**config.mk**
```make
export PLATFORM = sky130hd
export DESIGN_NAME = seg7_scan_ctrl
export DESIGN_NICKNAME = d
export VERILOG_FILES = /design/src/rtl/seg7_scan_ctrl_pkg.sv /design/src/rtl/seg7_scan_ctrl_hexdec.sv /design/src/rtl/seg7_scan_ctrl.sv
export SDC_FILE = /design/constraint.sdc
export NUM_CORES = 1
export LEC_CHECK = 0
export BUFFER_PORTS_ARGS = -buffer_cell sky130_fd_sc_hd__buf_2
export CORE_MARGIN = 4
export CORE_UTILIZATION = 33
export CTS_CLUSTER_DIAMETER = 200
export DETAILED_ROUTE_END_ITERATION = 8
export GPL_TIMING_DRIVEN = 0
export HOLD_SLACK_MARGIN = 0.05
export PLACE_DENSITY = 0.6
export SETUP_SLACK_MARGIN = 0.02
export SLEW_MARGIN = 10
export SYNTH_ARGS = -nofsm -noshare
export SYNTH_HDL_FRONTEND = slang
export SYNTH_SLANG_ARGS = --single-unit
export TNS_END_PERCENT = 10
```
**constraint.sdc**
```tcl
create_clock -name clk -period 3.3 [get_ports clk]
set_clock_uncertainty 0.05 [all_clocks]
set_input_delay 0 -clock clk [delete_from_list [all_inputs] [get_ports clk]]
set_output_delay 0 -clock clk [all_outputs]
set_load 0.01 [all_outputs]
```
**src/rtl/seg7_scan_ctrl_pkg.sv**
```systemverilog
// Shared display package: scan FSM encoding, hex segment patterns and parameter limits.
// Pure definitions; no latency or backpressure of its own.
package seg7_scan_ctrl_pkg;

  typedef enum logic [1:0] {
    ST_IDLE  = 2'd0,
    ST_BLANK = 2'd1,
    ST_SHOW  = 2'd2
  } scan_state_e;

  localparam int MIN_DIGITS = 1;
  localparam int MAX_DIGITS = 8;
  localparam int MIN_BLANK  = 1;

  localparam logic [6:0] SEG_OFF = 7'b0000000;

  // Index is the nibble value; bit 0 = top segment, bit 6 = middle.
  localparam logic [6:0] SEG_HEX [16] = '{
    7'b0111111, 7'b0000110, 7'b1011011, 7'b1001111,
    7'b1100110, 7'b1101101, 7'b1111101, 7'b0000111,
    7'b1111111, 7'b1100111, 7'b1110111, 7'b1111100,
    7'b0111001, 7'b1011110, 7'b1111001, 7'b1110001
  };

  function automatic bit scan_params_ok(input int nd, input int ps, input int bc);
    return (nd >= MIN_DIGITS) && (nd <= MAX_DIGITS) && (bc >= MIN_BLANK) && (ps > bc);
  endfunction

endpackage

```
**src/rtl/seg7_scan_ctrl_hexdec.sv**
```systemverilog
// Hex nibble to 7-segment pattern decoder, purely combinational (zero latency).
// No handshake; caller gates and registers the result.
module seg7_scan_ctrl_hexdec
  import seg7_scan_ctrl_pkg::*;
(
  input  logic [3:0] nibble_dat,
  output logic [6:0] seg_dat
);

  assign seg_dat = SEG_HEX[nibble_dat];

endmodule

```
**src/rtl/seg7_scan_ctrl.sv**
```systemverilog
// Multiplexed 7-segment scan controller; outputs registered, one-deep pending value buffer.
// load_ready drops while a value is pending; it commits at the frame boundary (or next cycle in IDLE).
module seg7_scan_ctrl
  import seg7_scan_ctrl_pkg::*;
#(
  parameter int NUM_DIGITS   = 4,
  parameter int PRESCALE     = 1000,
  parameter int BLANK_CYCLES = 16
) (
  input  logic                    clk,
  input  logic                    rst_n,
  input  logic                    enable,
  input  logic                    lz_blank,
  input  logic                    load_valid,
  input  logic [4*NUM_DIGITS-1:0] load_data,
  output logic                    load_ready,
  output logic [6:0]              segments,
  output logic [NUM_DIGITS-1:0]   digit_en
);

  localparam int CNT_W = $clog2(PRESCALE);
  localparam int IDX_W = (NUM_DIGITS > 1) ? $clog2(NUM_DIGITS) : 1;
  localparam int DAT_W = 4 * NUM_DIGITS;

  localparam logic [CNT_W-1:0] CNT_LAST   = CNT_W'(PRESCALE - 1);
  localparam logic [CNT_W-1:0] BLANK_LAST = CNT_W'(BLANK_CYCLES - 1);
  localparam logic [IDX_W-1:0] IDX_LAST   = IDX_W'(NUM_DIGITS - 1);

  if (!scan_params_ok(NUM_DIGITS, PRESCALE, BLANK_CYCLES)) begin : g_bad_params
    $error("seg7_scan_ctrl: illegal NUM_DIGITS/PRESCALE/BLANK_CYCLES");
  end

  scan_state_e            state_q, state_d;
  logic [CNT_W-1:0]       cnt_q, cnt_d;
  logic [IDX_W-1:0]       idx_q, idx_d;
  logic [DAT_W-1:0]       disp_q, disp_d;
  logic [DAT_W-1:0]       pend_q, pend_d;
  logic                   pend_vld_q, pend_vld_d;
  logic                   load_ready_q, load_ready_d;
  logic [6:0]             segments_q, segments_d;
  logic [NUM_DIGITS-1:0]  digit_en_q, digit_en_d;

  logic                   frame_end;
  logic                   accept;
  logic                   commit;
  logic [3:0]             disp_nib [NUM_DIGITS];
  logic [3:0]             dec_nib;
  logic [6:0]             dec_seg;
  logic                   run_zero;
  logic                   lz_hide;

  assign frame_end = (state_q == ST_SHOW) && (cnt_q == CNT_LAST) && (idx_q == IDX_LAST);
  assign accept    = load_valid && load_ready_q;
  assign commit    = pend_vld_q && ((state_q == ST_IDLE) || frame_end);

  always_comb begin
    state_d    = state_q;
    cnt_d      = cnt_q;
    idx_d      = idx_q;
    disp_d     = disp_q;
    pend_d     = pend_q;
    pend_vld_d = pend_vld_q;

    // Commit empties pending before accept can refill it, so an accepted value
    // always waits for a later commit point.
    if (commit) begin
      disp_d     = pend_q;
      pend_vld_d = 1'b0;
    end
    if (accept) begin
      pend_d     = load_data;
      pend_vld_d = 1'b1;
    end

    if (!enable) begin
      state_d = ST_IDLE;
      cnt_d   = '0;
      idx_d   = '0;
    end else begin
      case (state_q)
        ST_IDLE: begin
          state_d = ST_BLANK;
          cnt_d   = '0;
          idx_d   = '0;
        end
        ST_BLANK: begin
          cnt_d = cnt_q + 1'b1;
          if (cnt_q == BLANK_LAST) begin
            state_d = ST_SHOW;
          end
        end
        ST_SHOW: begin
          if (cnt_q == CNT_LAST) begin
            state_d = ST_BLANK;
            cnt_d   = '0;
            idx_d   = (idx_q == IDX_LAST) ? '0 : idx_q + 1'b1;
          end else begin
            cnt_d = cnt_q + 1'b1;
          end
        end
        default: begin
          state_d = ST_IDLE;
          cnt_d   = '0;
          idx_d   = '0;
        end
      endcase
    end

    load_ready_d = !pend_vld_d;
  end

  for (genvar g = 0; g < NUM_DIGITS; g++) begin : g_nib
    assign disp_nib[g] = disp_d[4*g +: 4];
  end

  // Decode from next-cycle state so registered outputs match the state they are held with.
  assign dec_nib = disp_nib[idx_d];

  seg7_scan_ctrl_hexdec u_hexdec (
    .nibble_dat (dec_nib),
    .seg_dat    (dec_seg)
  );

  always_comb begin
    run_zero   = 1'b1;
    lz_hide    = 1'b0;
    digit_en_d = '0;
    for (int i = NUM_DIGITS - 1; i >= 0; i--) begin
      run_zero = run_zero && (disp_nib[i] == 4'h0);
      if ((i != 0) && (idx_d == IDX_W'(i))) begin
        lz_hide = run_zero;
      end
      digit_en_d[i] = (state_d == ST_SHOW) && (idx_d == IDX_W'(i));
    end
    segments_d = ((state_d == ST_SHOW) && !(lz_blank && lz_hide)) ? dec_seg : SEG_OFF;
  end

  always_ff @(posedge clk or negedge rst_n) begin
    if (!rst_n) begin
      state_q      <= ST_IDLE;
      cnt_q        <= '0;
      idx_q        <= '0;
      disp_q       <= '0;
      pend_q       <= '0;
      pend_vld_q   <= 1'b0;
      load_ready_q <= 1'b1;
      segments_q   <= SEG_OFF;
      digit_en_q   <= '0;
    end else begin
      state_q      <= state_d;
      cnt_q        <= cnt_d;
      idx_q        <= idx_d;
      disp_q       <= disp_d;
      pend_q       <= pend_d;
      pend_vld_q   <= pend_vld_d;
      load_ready_q <= load_ready_d;
      segments_q   <= segments_d;
      digit_en_q   <= digit_en_d;
    end
  end

  assign load_ready = load_ready_q;
  assign segments   = segments_q;
  assign digit_en   = digit_en_q;

endmodule

```
## Word-level counts from Yosys, hierarchy flattened

Memory sizes are Yosys's and may differ from the RTL's.
Index checks and enable logic that the tools add are counted.

- Eq/ne operators: 9
- Reductions and logical operators: 20
- $lt $le $gt $ge: 2
- Mux-type cells: 23
- Bitwise gates (word level): 2
- Add/sub/neg operators: 2

Operators with widths:

| operator | number |
|---|---|
| $mux 7 | 3 |
| $mux 10 | 2 |
| $pmux 10 s2 | 1 |
| $mux 16 | 1 |
| $logic_and 1x1->1 | 12 |
| $logic_not 4->1 | 3 |
| $mux 2 | 6 |
| $add 10x1->10 const B | 1 |
| $eq 10x10->1 const B | 1 |
| $eq 10x4->1 const B | 1 |
| $eq 2x2->1 const B | 5 |
| $bmux 4 s2 | 1 |
| $mux 4 | 2 |
| $pmux 2 s3 | 1 |
| $ge 5x5->1 const B | 1 |
| $mux 1 | 5 |
| $not 4->5 | 1 |
| $eq 2x1->1 const B | 2 |
| $logic_not 2->1 | 2 |
| $pmux 2 s2 | 1 |
| $ge 3x3->1 const B | 1 |
| $not 2->3 | 1 |
| $add 2x1->2 const B | 1 |
| $logic_not 1->1 | 2 |
| $logic_or 1x1->1 | 1 |

- Output and inout bits: 12
- Logic and storage cells: 68
- Memories kept: 1
- Register bits: 59
- Memory bits (read-only): 112
- Input bits: 21

Memories:

| memory | depth | bits a word | read ports | clocked after Yosys merged registers in | write ports | line | source |
|---|---|---|---|---|---|---|---|
| (no name shown) | 16 | 7 | 1 | 0 | 0 | seg7_scan_ctrl_hexdec.sv:10 | `assign seg_dat = SEG_HEX[nibble_dat];` |

## Depth between registers and ports, before layout

- Depth in word-level cells: 14
- Mapped depth: 15
- Gate-level depth less buffers: 13

## Cells and area by module

From an unflattened synthesis, not the netlist that was laid out.

- Cell total of the unflattened synthesis: 277
- Area total of the unflattened synthesis: 3070.4 um2

Modules (own cells, without submodules):

| module | times used | area each (um2) | cells an instance | seq. area each (um2) |
|---|---|---|---|---|
| seg7_scan_ctrl | 1 | 2793.9 | 238 | 1477.7 |
| seg7_scan_ctrl_hexdec | 1 | 276.5 | 39 | 0.0 |

## Worst setup path after synthesis

Ideal clock, no wire load.

- Path kind: register to register
- Start point: register cnt_q[4]
- End point: register segments_q[3] (netlist: segments[3])
- Buffers on the path: 2
- Cell stages (with the launch flop): 14
- Library setup time: 82 ps
- Data arrival time: 2745 ps
- Setup slack: 423 ps
- Required time: 3168 ps
- Period minus slack after synthesis: 2877 ps
- Path through: dfrtp_1 -> nand4bb_4 -> nor4_2 -> o21a_1 -> buf_6 -> buf_12 -> mux2i_1 -> mux2i_1 -> mux2_2 -> inv_1 -> ha_1 -> nor3_1 -> a31oi_1 -> a31oi_2

- Cells in the longest elaborated chain, start to end: 14
- Elaborated cells between the ends (all ways): 38
- Those cells by class: eq/ne (6); mux (17); bitwise (2); reduce/logical (12); memory (1)

Ends and longest elaborated chain:

| element | line | source |
|---|---|---|
| from (decl) | seg7_scan_ctrl.sv:34 | `logic [CNT_W-1:0] cnt_q, cnt_d;` |
| from (signal assigned) | seg7_scan_ctrl.sv:151 | `cnt_q <= cnt_d;` |
| branches (longest 13 deep; another with $mem_v2 16x7) | - |  |
| $mux 7 * | seg7_scan_ctrl.sv:135 | `segments_d = ((state_d == ST_SHOW) && !(lz_blank && lz_hide)) ? dec_seg : SEG_OFF;` |
| named net segments_d[3] | seg7_scan_ctrl.sv:40 | `logic [6:0] segments_q, segments_d;` |
| to (signal assigned) | seg7_scan_ctrl.sv:157 | `segments_q <= segments_d;` |
| to (decl) | seg7_scan_ctrl.sv:40 |  |

Mark *: on every way through the listed nets, which the timed path passes. The select of a mux whose other input is x is not followed.
A chain may end at the register's enable or synchronous reset.

## Worst setup path after layout

- Start point: register state_q[0]
- End point: register segments_q[3] (netlist: segments[3])

- Cells in the longest elaborated chain, start to end: 14
- Elaborated cells between the ends (all ways): 38
- Those cells by class: eq/ne (6); mux (16); bitwise (2); reduce/logical (13); memory (1)

Ends and longest elaborated chain:

| element | line | source |
|---|---|---|
| from (decl) | seg7_scan_ctrl.sv:33 | `scan_state_e state_q, state_d;` |
| from (signal assigned) | seg7_scan_ctrl.sv:150 | `state_q <= state_d;` |
| $eq 2x2->1 | seg7_scan_ctrl.sv:52, seg7_scan_ctrl.sv:80 |  |
| $logic_and 1x1->1 (2 in series) | seg7_scan_ctrl.sv:52 | `assign frame_end = (state_q == ST_SHOW) && (cnt_q == CNT_LAST) && (idx_q == IDX_LAST);` |
| $logic_or 1x1->1 | seg7_scan_ctrl.sv:54 | `assign commit = pend_vld_q && ((state_q == ST_IDLE) \|\| frame_end);` |
| $logic_and 1x1->1 | seg7_scan_ctrl.sv:54 |  |
| $mux 16 | seg7_scan_ctrl.sv:66 | `if (commit) begin` |
| $bmux 4 s2 / $logic_not 4->1 (equally long branches) | seg7_scan_ctrl.sv:117, seg7_scan_ctrl.sv:129 |  |
| $mux 4 (not written as such) (tied with other cells) (2 in series) | seg7_scan_ctrl.sv:117 | `assign dec_nib = disp_nib[idx_d];` |
| $not 4->5 (not written as such) / $mux 1 (equally long branches) | seg7_scan_ctrl_hexdec.sv:10, seg7_scan_ctrl.sv:130 |  |
| $mem_v2 16x7 / $logic_and 1x1->1 (equally long branches) | - |  |
| $mux 7 (not written as such) / $logic_not 1->1 (equally long branches) | seg7_scan_ctrl_hexdec.sv:10, seg7_scan_ctrl.sv:135 |  |
| $mux 7 (not written as such) / $logic_and 1x1->1 (equally long branches) | seg7_scan_ctrl_hexdec.sv:10, seg7_scan_ctrl.sv:135 |  |
| $mux 7 * | seg7_scan_ctrl.sv:135 |  |
| named net segments_d[3] | seg7_scan_ctrl.sv:40 |  |

Mark *: on every way through the listed nets, which the timed path passes. The rest lies on a longest branch. The select of a mux whose other input is x is not followed.

==> summary.md <==
| Metric | Value |
|---|---|
| Post-synth EDFFs | 0 |
| Synth cell types | 44 |
| Synth Instances | 239 |
| Length of the first detailed-routing pass in iterations | 4 |
| Status | complete, no violations |
| Routed length per instance | 13.4 µm |
| Seq/Total Area, Yosys | 52.6% |
| Slew headroom | 50.4% |
| Chip height | 100 µm |
| R2R Setup Slk | 130 ps |
| I/O pins | 33 |
| Crit path time final | 3170 ps |
| Period utilization | 96.1% |
| Worst-path maximum fanout | 7 |
| Clock transition at the registers of the reported paths | 70 ps |
| Crit path DAT | 3370 ps |
| Mean Syn Cell Area | 11.8 µm² |
| Synth top area share | 51.6% |
| TNS Setup | 0 ps |
| Synthesized Nets | 270 |
| Final GP Congestion | 0.774 |
| Min-Delay Path Class | in -> reg |
| Port Buffer Count | 32 |
| Crit path capture type | register |
| Maximum buffer depth of the clock tree | 2 |
| Vias per inst | 4.67 |
| Routed Antenna Nets | 0 |
| Slew at the pin closest to its max-slew limit | 744 ps |
| Commonest non-fill, non-tap cell in the layout | dfrtp_1 |
| Async S/R FF share, synth | 100% |
| GRT overflow | 0 |
| Final Instance Count excl. Fillers | 424 |
| H-tree levels | 3 |
| Synth area leaders | dfrtp_1 (52%), mux2_2 (8.4%), mux2i_1 (7.8%) |
| VDD IR max | 0.378 mV |
| Root Buffer | clkbuf_8 |
| YS warnings | 0 |
| Lkg Pwr | 1.74 nW |
| Placed Instances | 376 |
| Main synth FF type | dfrtp_1 |
| Largest net degree at the start of global routing | 60 |
| Most frequent cells in the layout | dfrtp_1 (57), buf_2 (33), nor2_1 (20), inv_1 (20), mux2_2 (19) |
| Die footprint | 10100 µm² |
| PwrDens | 644 nW/µm² |
| Cts bufs inserted | 9 |
| Fmax | 0.315 GHz |
| Fin. max-slew vios | 0 |
| Drt initial violations | 73 |
| DRC | 0 |
| #FFs+latches synth | 59 |
| Nets | 345 |
| # Max-Cap Violations | 0 |
| Core area | 8260 µm² |
| Vias | 1982 |
| All-layer global routing usage | 12.2% |
| HPWL after detailed placement | 3840 µm |
| Setup crit start kind | register |
| Final WL | 5680 µm |
| Crit Path Class | reg -> reg |
| Synthesized area | 2810 µm² |
| TritonCTS clock tree | done |
| Initial antenna violation count | 0 |
| Fin. Hold Viols | 0 |
| Layout cells sized above 1 | 37.0% |
| Clk_lat worst skew | 330 ps |
| ANT cells | 0 |
| First-pass GRT wire length | 9660 µm |
| Syn-to-layout area delta | 35.6% |
| CP required | 3500 ps |
| Vias in the first global route | 1979 |
| Die X | 100 µm |
| Rows | 33 |
| Starting Density | 34.0% |
| Largest area contributor in the synthesized netlist | dfrtp_1 |
| Setup violators final | 0 |
| Sink Count | 59 |
timing repair:
action	CTS	global route
hold buffers	18	0
cloned	0	0
resized for setup	5	32
endpoints found under the setup margin	1	7
pin swaps	0	4
hold endpoints to repair	76	0
buffers inserted	0	14
through the flow:
step           total power, mW  worst slack (ps)  hold slack [ps]  cell area, µm²  util, %
2_1_floorplan             1.34               423             -346            2810        -
6_report                  2.46               129              115            3810     46.2
4_1_cts                   2.32              35.6              178            3550     43.0
3_3_place_gp              1.47              59.0              182            3100     37.6
5_1_grt                   2.61             -8.01              117            3810     46.2
3_5_place_dp              1.49             -18.7             66.8            3110     37.6
synthesized netlist by cell type (2+ instances only):
| master | number |
|---|---|
| dfrtp_1 | 58 |
| nand2_1 | 10 |
| mux2_2 | 21 |
| o21ai_0 | 3 |
| a221oi_1 | 2 |
| nor4_1 | 3 |
| nor2_1 | 20 |
| ha_1 | 10 |
| a31oi_1 | 3 |
| or2_1 | 2 |
| a211oi_1 | 3 |
| o21ai_1 | 2 |
| mux2_4 | 2 |
| xor2_1 | 3 |
| and3_1 | 5 |
| mux2i_1 | 22 |
| a21oi_1 | 6 |
| buf_2 | 2 |
| xnor2_1 | 5 |
| nand3_1 | 9 |
| nor3b_1 | 2 |
| nor3_1 | 2 |
| inv_1 | 23 |
area by class of cell:
cell class / count / area [µm²]
Fill cell: 755 / 4440
Clock buffer: 13 / 179
Timing Repair Buffer: 64 / 460
Multi-Input combinational cell: 150 / 1350
Buffer: 6 / 52.6
Tap cell: 105 / 131
Sequential cell: 59 / 1480
Clock inverter: 3 / 67.6
Inverter: 24 / 97.6
power by group:
group	total, mW	internal (mW)	leakage (nW)	switching, mW
Clock	0.787	0.508	0.122	0.279
Sequential	0.940	0.860	0.745	0.0799
Combinational	0.731	0.372	0.874	0.359
registers in the layout (all words and copies together), names as in the netlist:
register,count
cnt_q,10
digit_en,4
disp_q,16
idx_q,2
load_ready,1
pend_q,16
pend_vld_q,1
segments,7
state_q,2
kinds of logic after synthesis:
family | after synthesis | share of synthesized area (%)
XOR/XNOR | 8 | 2.49
flip-flops | 59 | 52.6
multiplexers | 45 | 17.3
adder cells (fa/ha/maj) | 10 | 4.45
AND/OR/NAND/NOR | 60 | 11.4
buffers and inverters | 30 | 5.25
AO/OA/AOI/OAI | 27 | 6.54
routing by layer:
layer  track usage, %  routed length [µm]  vias up
met4             4.97                  89        0
met2             17.3                2610       33
met5                0                   0        -
met3             3.82                 225        7
li1                 -                   -      980
met1             17.2                2760      962
worst max-delay path, stage by stage, from the launching register on:
cell and delay (ps):
dfrtp_1 430, inv_2 100, ha_4 170, nand2_1 90, nor4_4 280, o21a_1 180, buf_6 130, buf_12 150
buf_12 140, mux2i_4 230, mux2i_1 110, mux2_4 310, inv_2 90, ha_4 170, mux2_2 350, a31oi_2 120
worst paths after layout:
check	endpoint	cells past startpoint	startpoint
worst max-delay path	segments[3]	15	state_q[0]
worst min-delay path	segments[3]	5	lz_blank
worst max register to register	segments[3]	15	state_q[0]
worst min register to register	cnt_q[0]	1	cnt_q[0]
max in group asynchronous	cnt_q[4]	2	rst_n
min in group asynchronous	pend_q[13]	2	rst_n
Note: power is estimated with default switching activity, not from simulation.
